`config.mk`:
```
export PLATFORM = sky130hd
export DESIGN_NAME = pipelined_ctrl_unit
export DESIGN_NICKNAME = d
export VERILOG_FILES = /design/src/rtl/pipelined_ctrl_unit.sv
export SDC_FILE = /design/constraint.sdc
export NUM_CORES = 1
export LEC_CHECK = 0
export ABC_AREA = 1
export CAP_MARGIN = 25
export CORE_MARGIN = 2
export CORE_UTILIZATION = 45
export CTS_BUF_LIST = sky130_fd_sc_hd__clkbuf_4 sky130_fd_sc_hd__clkbuf_8
export DETAILED_ROUTE_END_ITERATION = 16
export HOLD_SLACK_MARGIN = 0.02
export PLACE_DENSITY_LB_ADDON = 0.25
export SETUP_SLACK_MARGIN = 0.02
export SYNTH_ARGS = -nofsm -noshare
export SYNTH_HDL_FRONTEND = slang
export SYNTH_SLANG_ARGS = --single-unit
```
`constraint.sdc`:
```
create_clock -name clk -period 1.2 [get_ports clk]
set_input_delay 0.3 -clock clk [delete_from_list [all_inputs] [get_ports clk]]
set_output_delay 0.3 -clock clk [all_outputs]
set_load 0.005 [all_outputs]
```
`src/rtl/pipelined_ctrl_unit.sv`:
```
// pipelined_ctrl_unit: ID-stage decode, ID/EX control register and MULT/DIV occupancy tracker
module pipelined_ctrl_unit #(
   parameter int ALUOP_W       = 4,
   parameter int MULDIV_LAT    = 4,
   parameter bit ENABLE_MULDIV = 1'b1
) (
   input  logic               clk,
   input  logic               rst_n,
   input  logic               id_valid,
   input  logic [5:0]         opcode,
   input  logic [5:0]         func,
   input  logic               stall_in,
   input  logic               flush_in,
   output logic               id_stall,
   output logic               muldiv_busy,
   output logic               ex_valid,
   output logic [ALUOP_W-1:0] ex_aluop,
   output logic               ex_alusrc,
   output logic               ex_regdst,
   output logic               ex_regwrite,
   output logic               ex_writemem,
   output logic               ex_readmem,
   output logic               ex_memtoreg,
   output logic [1:0]         ex_shift,
   output logic [2:0]         ex_branch,
   output logic [1:0]         ex_jump,
   output logic               ex_muldiv,
   output logic               ex_illegal
);
   // ALU_NOP is zero so an all-zero bundle is a clean bubble
   localparam logic [ALUOP_W-1:0] ALU_NOP = ALUOP_W'(0);
   localparam logic [ALUOP_W-1:0] ALU_ADD = ALUOP_W'(1);
   localparam logic [ALUOP_W-1:0] ALU_SUB = ALUOP_W'(2);
   localparam logic [ALUOP_W-1:0] ALU_AND = ALUOP_W'(3);
   localparam logic [ALUOP_W-1:0] ALU_OR  = ALUOP_W'(4);
   localparam logic [ALUOP_W-1:0] ALU_NOR = ALUOP_W'(5);
   localparam logic [ALUOP_W-1:0] ALU_SLT = ALUOP_W'(6);
   localparam logic [ALUOP_W-1:0] ALU_SLL = ALUOP_W'(7);
   localparam logic [ALUOP_W-1:0] ALU_SRL = ALUOP_W'(8);
   localparam logic [ALUOP_W-1:0] ALU_SRA = ALUOP_W'(9);

   typedef struct packed {
      logic               valid;
      logic [ALUOP_W-1:0] aluop;
      logic               alusrc;
      logic               regdst;
      logic               regwrite;
      logic               writemem;
      logic               readmem;
      logic               memtoreg;
      logic [1:0]         shift;
      logic [2:0]         branch;
      logic [1:0]         jump;
      logic               muldiv;
      logic               illegal;
   } ctrl_t;

   typedef enum logic {IDLE, BUSY} state_t;

   ctrl_t  dec, ex_d, ex_q;
   logic   dec_hilo, bad, accept;
   state_t state_q, state_d;
   logic [3:0] cnt_q, cnt_d;

   // Decode opcode/func into the control bundle; anything unrecognised becomes an illegal bubble
   always_comb begin
      dec       = '0;
      dec.aluop = ALU_NOP;
      dec_hilo  = 1'b0;
      bad       = 1'b0;
      if (id_valid) begin
         dec.valid = 1'b1;
         case (opcode)
            6'h00: begin
               dec.regdst   = 1'b1;
               dec.regwrite = 1'b1;
               case (func)
                  6'h20, 6'h21: dec.aluop = ALU_ADD;
                  6'h22, 6'h23: dec.aluop = ALU_SUB;
                  6'h24: dec.aluop = ALU_AND;
                  6'h25: dec.aluop = ALU_OR;
                  6'h27: dec.aluop = ALU_NOR;
                  6'h2A: dec.aluop = ALU_SLT;
                  6'h00: begin dec.aluop = ALU_SLL; dec.shift = 2'd1; end
                  6'h02: begin dec.aluop = ALU_SRL; dec.shift = 2'd1; end
                  6'h03: begin dec.aluop = ALU_SRA; dec.shift = 2'd1; end
                  6'h08: begin dec.jump = 2'd3; dec.regwrite = 1'b0; end
                  6'h10, 6'h12: begin dec_hilo = 1'b1; bad = ~ENABLE_MULDIV; end
                  6'h18, 6'h1A: begin
                     dec.muldiv   = 1'b1;
                     dec.regwrite = 1'b0;
                     bad          = ~ENABLE_MULDIV;
                  end
                  default: bad = 1'b1;
               endcase
            end
            6'h08, 6'h09: begin dec.aluop = ALU_ADD; dec.alusrc = 1'b1; dec.regwrite = 1'b1; end
            6'h0A: begin dec.aluop = ALU_SLT; dec.alusrc = 1'b1; dec.regwrite = 1'b1; end
            6'h0C: begin dec.aluop = ALU_AND; dec.alusrc = 1'b1; dec.regwrite = 1'b1; end
            6'h0D: begin dec.aluop = ALU_OR;  dec.alusrc = 1'b1; dec.regwrite = 1'b1; end
            6'h0F: begin
               dec.aluop    = ALU_SLL;
               dec.alusrc   = 1'b1;
               dec.regwrite = 1'b1;
               dec.shift    = 2'd2;
            end
            6'h23: begin
               dec.aluop    = ALU_ADD;
               dec.alusrc   = 1'b1;
               dec.regwrite = 1'b1;
               dec.readmem  = 1'b1;
               dec.memtoreg = 1'b1;
            end
            6'h2B: begin dec.aluop = ALU_ADD; dec.alusrc = 1'b1; dec.writemem = 1'b1; end
            6'h04: dec.branch = 3'd1;
            6'h05: dec.branch = 3'd2;
            6'h07: dec.branch = 3'd3;
            6'h01: dec.branch = 3'd4;
            6'h02: dec.jump = 2'd1;
            6'h03: begin dec.jump = 2'd2; dec.regwrite = 1'b1; end
            default: bad = 1'b1;
         endcase
      end
      if (bad) begin
         dec         = '0;
         dec.aluop   = ALU_NOP;
         dec.valid   = 1'b1;
         dec.illegal = 1'b1;
         dec_hilo    = 1'b0;
      end
   end

   assign muldiv_busy = (state_q == BUSY);
   assign id_stall    = id_valid & muldiv_busy & (dec.muldiv | dec_hilo);
   assign accept      = id_valid & ~flush_in & ~stall_in & ~id_stall;

   // Next ID/EX contents: the decoded bundle when accepted, otherwise a bubble
   always_comb begin
      ex_d = accept ? dec : '0;
   end

   // Tracker next state: arm on an accepted MULT/DIV, count down while BUSY regardless of stall/flush
   always_comb begin
      state_d = state_q;
      cnt_d   = cnt_q;
      if (state_q == IDLE) begin
         state_d = (accept & dec.muldiv) ? BUSY : IDLE;
         cnt_d   = (accept & dec.muldiv) ? 4'(MULDIV_LAT - 1) : cnt_q;
      end else begin
         state_d = (cnt_q == 4'd0) ? IDLE : BUSY;
         cnt_d   = (cnt_q == 4'd0) ? cnt_q : cnt_q - 4'd1;
      end
   end

   // ID/EX control register
   always_ff @(posedge clk or negedge rst_n) begin
      if (!rst_n) ex_q <= '0;
      else        ex_q <= ex_d;
   end

   // MULT/DIV occupancy tracker state
   always_ff @(posedge clk or negedge rst_n) begin
      if (!rst_n) begin
         state_q <= IDLE;
         cnt_q   <= 4'd0;
      end else begin
         state_q <= state_d;
         cnt_q   <= cnt_d;
      end
   end

   assign ex_valid    = ex_q.valid;
   assign ex_aluop    = ex_q.aluop;
   assign ex_alusrc   = ex_q.alusrc;
   assign ex_regdst   = ex_q.regdst;
   assign ex_regwrite = ex_q.regwrite;
   assign ex_writemem = ex_q.writemem;
   assign ex_readmem  = ex_q.readmem;
   assign ex_memtoreg = ex_q.memtoreg;
   assign ex_shift    = ex_q.shift;
   assign ex_branch   = ex_q.branch;
   assign ex_jump     = ex_q.jump;
   assign ex_muldiv   = ex_q.muldiv;
   assign ex_illegal  = ex_q.illegal;
endmodule

```
==> metrics.txt <==
Layout area overhead 98.7%; Crit. Startpoint func[1]; FP Rows 20; most numerous cell in the Yosys netlist nor2_1; Main synth FF type dfrtp_1; critical path endpoint category output pin; fin. max-slew vios 0; R2R Path Start cnt_q[0]; Synth async-reset ratio 100%; RSZ-0062 raised after global routing yes; post-synthesis instance area 1500 um2; Top delay family on crit path simple AND/OR/NAND/NOR gates; Synth cell types 33; max_cap viols 0; grt ovf 0; multiplexer share of the synthesized area 0%; post-detail-place hpwl 3530 um; Avg Inst Size Synth 7.56 um2; synth top area cells dfrtp_1 40%, nand3_1 8.0%, nor2_1 8.0%; crit share post-route 141%; critical path's slowest cell nor2_4; # H-tree levels 1; Setup TNS -4670 ps; cell depth of the worst setup path 9; CP startpoint kind input pin; drt initial violations 359; met3 usage approximately 4.6%; static leakage between 1 and 1.5 nW; commonest cells in the netlist 32 x nor2_1, 31 x nand2_1, 24 x dfrtp_1, 24 x nand3_1, 21 x inv_1; final setup violation count 27; Synth Register Bits 24; Core Area approximately 3100 um2; path type of the worst setup path in -> out; Die Y 61.7 um; CP max stage delay 200 ps; reg2reg path depth 7; IO Port Bufs 38; Synth Area in Compound Gates 6.10%; post-place setup slack -1220 ps; Worst Slack Setup Final -490 ps; clock sinks 24; WL/cell 22.9 um; clock slew at reported path FFs 130 ps; Worst Skew around 12 ps; Chip Width 61.7 um; Max VDD drop around 0.34 mV; Post-CTS Hold Fix Bufs 0; routability cong. 0.834; GRT met1 Usage around a third; worst path required time around 900 ps; Rel. slew slack 70.6%; first-pass GRT wire length 9070 um; P per Cell Area 593 nW/um2; failing checks negative setup slack; vias per cell 6.15; WHS roughly 290 ps; syn nets 216; clk_lat worst skew about 340 ps; Final #Nets around 340; Synth Area in Simple Gates 44.2%; Synth warnings 0; Total GRT Usage approximately 33%; Starting Density approximately half; cell taking the most area after synthesis dfrtp_1; # diodes 0; global route hottest layer met2; crit path capture id_stall; total die area 3800 um2; Routed Antenna Nets 0; cts bufs inserted 3; worst reg2reg endpoint cnt_q[1]; reg-to-reg setup timing slack -120 ps; Worst Path Arrival 1390 ps; met2 Use GR 63.9%; CTS tree yes; number of synthesized flops with an enable pin 0; clk buf depth 2; largest net degree at the start of global routing 25; root buffer cell clkbuf_4; achievable clock frequency 592 MHz; xor/xnor share of the synthesized area 0.585%; Min Clock Period, post-route 1690 ps; initial antenna violation count 0; number of global-route vias before repair 2025; combinational family with the most area after synthesis simple AND/OR/NAND/NOR gates; routed wire length 8360 um; CP max FO 5; synthesized instance count 198; status finished, violations left; Final Hold Vio Count 0; via count 2246; measured slew at the worst slew-check pin 438 ps; Hold Path Class in -> async; num ports 39; critical-path cell list buf_6, nor2_4, inv_2, nor3_4, nor2_2, nand3_2, nand2_2, nor3_2, buf_2; layout cell share with drive strength beyond 1 70.7%; share of the synthesized area in the top cell type between 40 and 50%; Synth Area in Adders 0.836%; DRT Pass-1 Iters 9; post-synthesis sequential area ratio 40.1%; # DRC 0; WP buf/inv 3
-- metal layers --
layer | vias to the layer above | wire length [um]
met2 | 238 | 3980
met5 | - | 0
met3 | 113 | 850
met1 | 1001 | 2620
met4 | 0 | 902
li1 | 894 | -
-- final cells by class --
cell class / instances / area [um2]
Clock buffer: 3 / 22.5
Fill cell: 73 / 130
Inverter: 29 / 130
Multi-Input combinational cell: 143 / 1170
Sequential cell: 24 / 601
Tap cell: 44 / 55.1
Timing Repair Buffer: 122 / 991
-- worst register-to-register path: cells and delay by family, from the launching register on --
family | cells | cell delay (ps)
flops | 1 | 400
fa+ha+maj | 1 | 170
compound gates | 2 | 340
buf+inv | 2 | 170
simple gates | 2 | 160
-- cell families (layout without fill, tap and decap cells) --
kind of cell,after synthesis,count (layout)
AO/OA/AOI/OAI,15,15
XOR/XNOR,1,1
adder cells (fa/ha/maj),1,1
buffers and inverters,31,154
flip-flops,24,24
AND/OR/NAND/NOR,126,126
-- repair_timing --
| action | in CTS | in global routing |
|---|---|---|
| gates resized for setup | 215 | 64 |
| setup buffers | 24 | 11 |
| setup endpoints to repair | 46 | 29 |
| pin swaps | 33 | 23 |
-- through the flow --
stage                     total power, mW  std cells  cell area (um2)  util [%]
after detailed placement             1.18        331             2360      76.0
after global routing                 1.82        365             2970      95.8
after global placement               1.17        331             2360      76.0
final                                1.76        365             2970      95.8
after CTS                            1.61        357             2750      88.5
after floorplan                     0.962        198             1530         -
-- flip-flops by register name, indices dropped and copies added (netlist names), 2 cells and up --
signal and cells:
ex_jump 2, ex_shift 2, ex_aluop 4, cnt_q 4, ex_branch 3
-- power by group --
part	switching, mW	leakage [nW]	internal, mW
combinational	0.324	1.12	0.262
clock	0.246	0.0138	0.118
sequential	0.00180	0.335	0.812
total	0.571	1.47	1.19
-- layout by cell type, fill, tap and decap left out, types with 3 or more instances in the layout --
cell            n
buf_12          3
buf_2          19
buf_4          67
buf_6          21
clkbuf_2        6
clkbuf_4        3
dfrtp_1        24
dlygate4sd2_1   3
inv_1          10
inv_2          11
inv_4           6
nand2_1        12
nand2_2        19
nand2_4         5
nand3_1         9
nand3_2        12
nand3_4         5
nor2_1         15
nor2_2         15
nor2_4         13
nor3_1          3
nor3_2          3
-- worst min path at each step --
stage / start / slack, ps / end
finish: rst_n / 290 / cnt_q[2]
CTS: rst_n / 330 / ex_aluop[2]
detailed placement: cnt_q[3] / 610 / cnt_q[3]
floorplan: rst_n / 4 / cnt_q[0]
global route: rst_n / 300 / ex_aluop[3]
global placement: cnt_q[3] / 560 / cnt_q[3]
(Power assumes the default switching activity.)
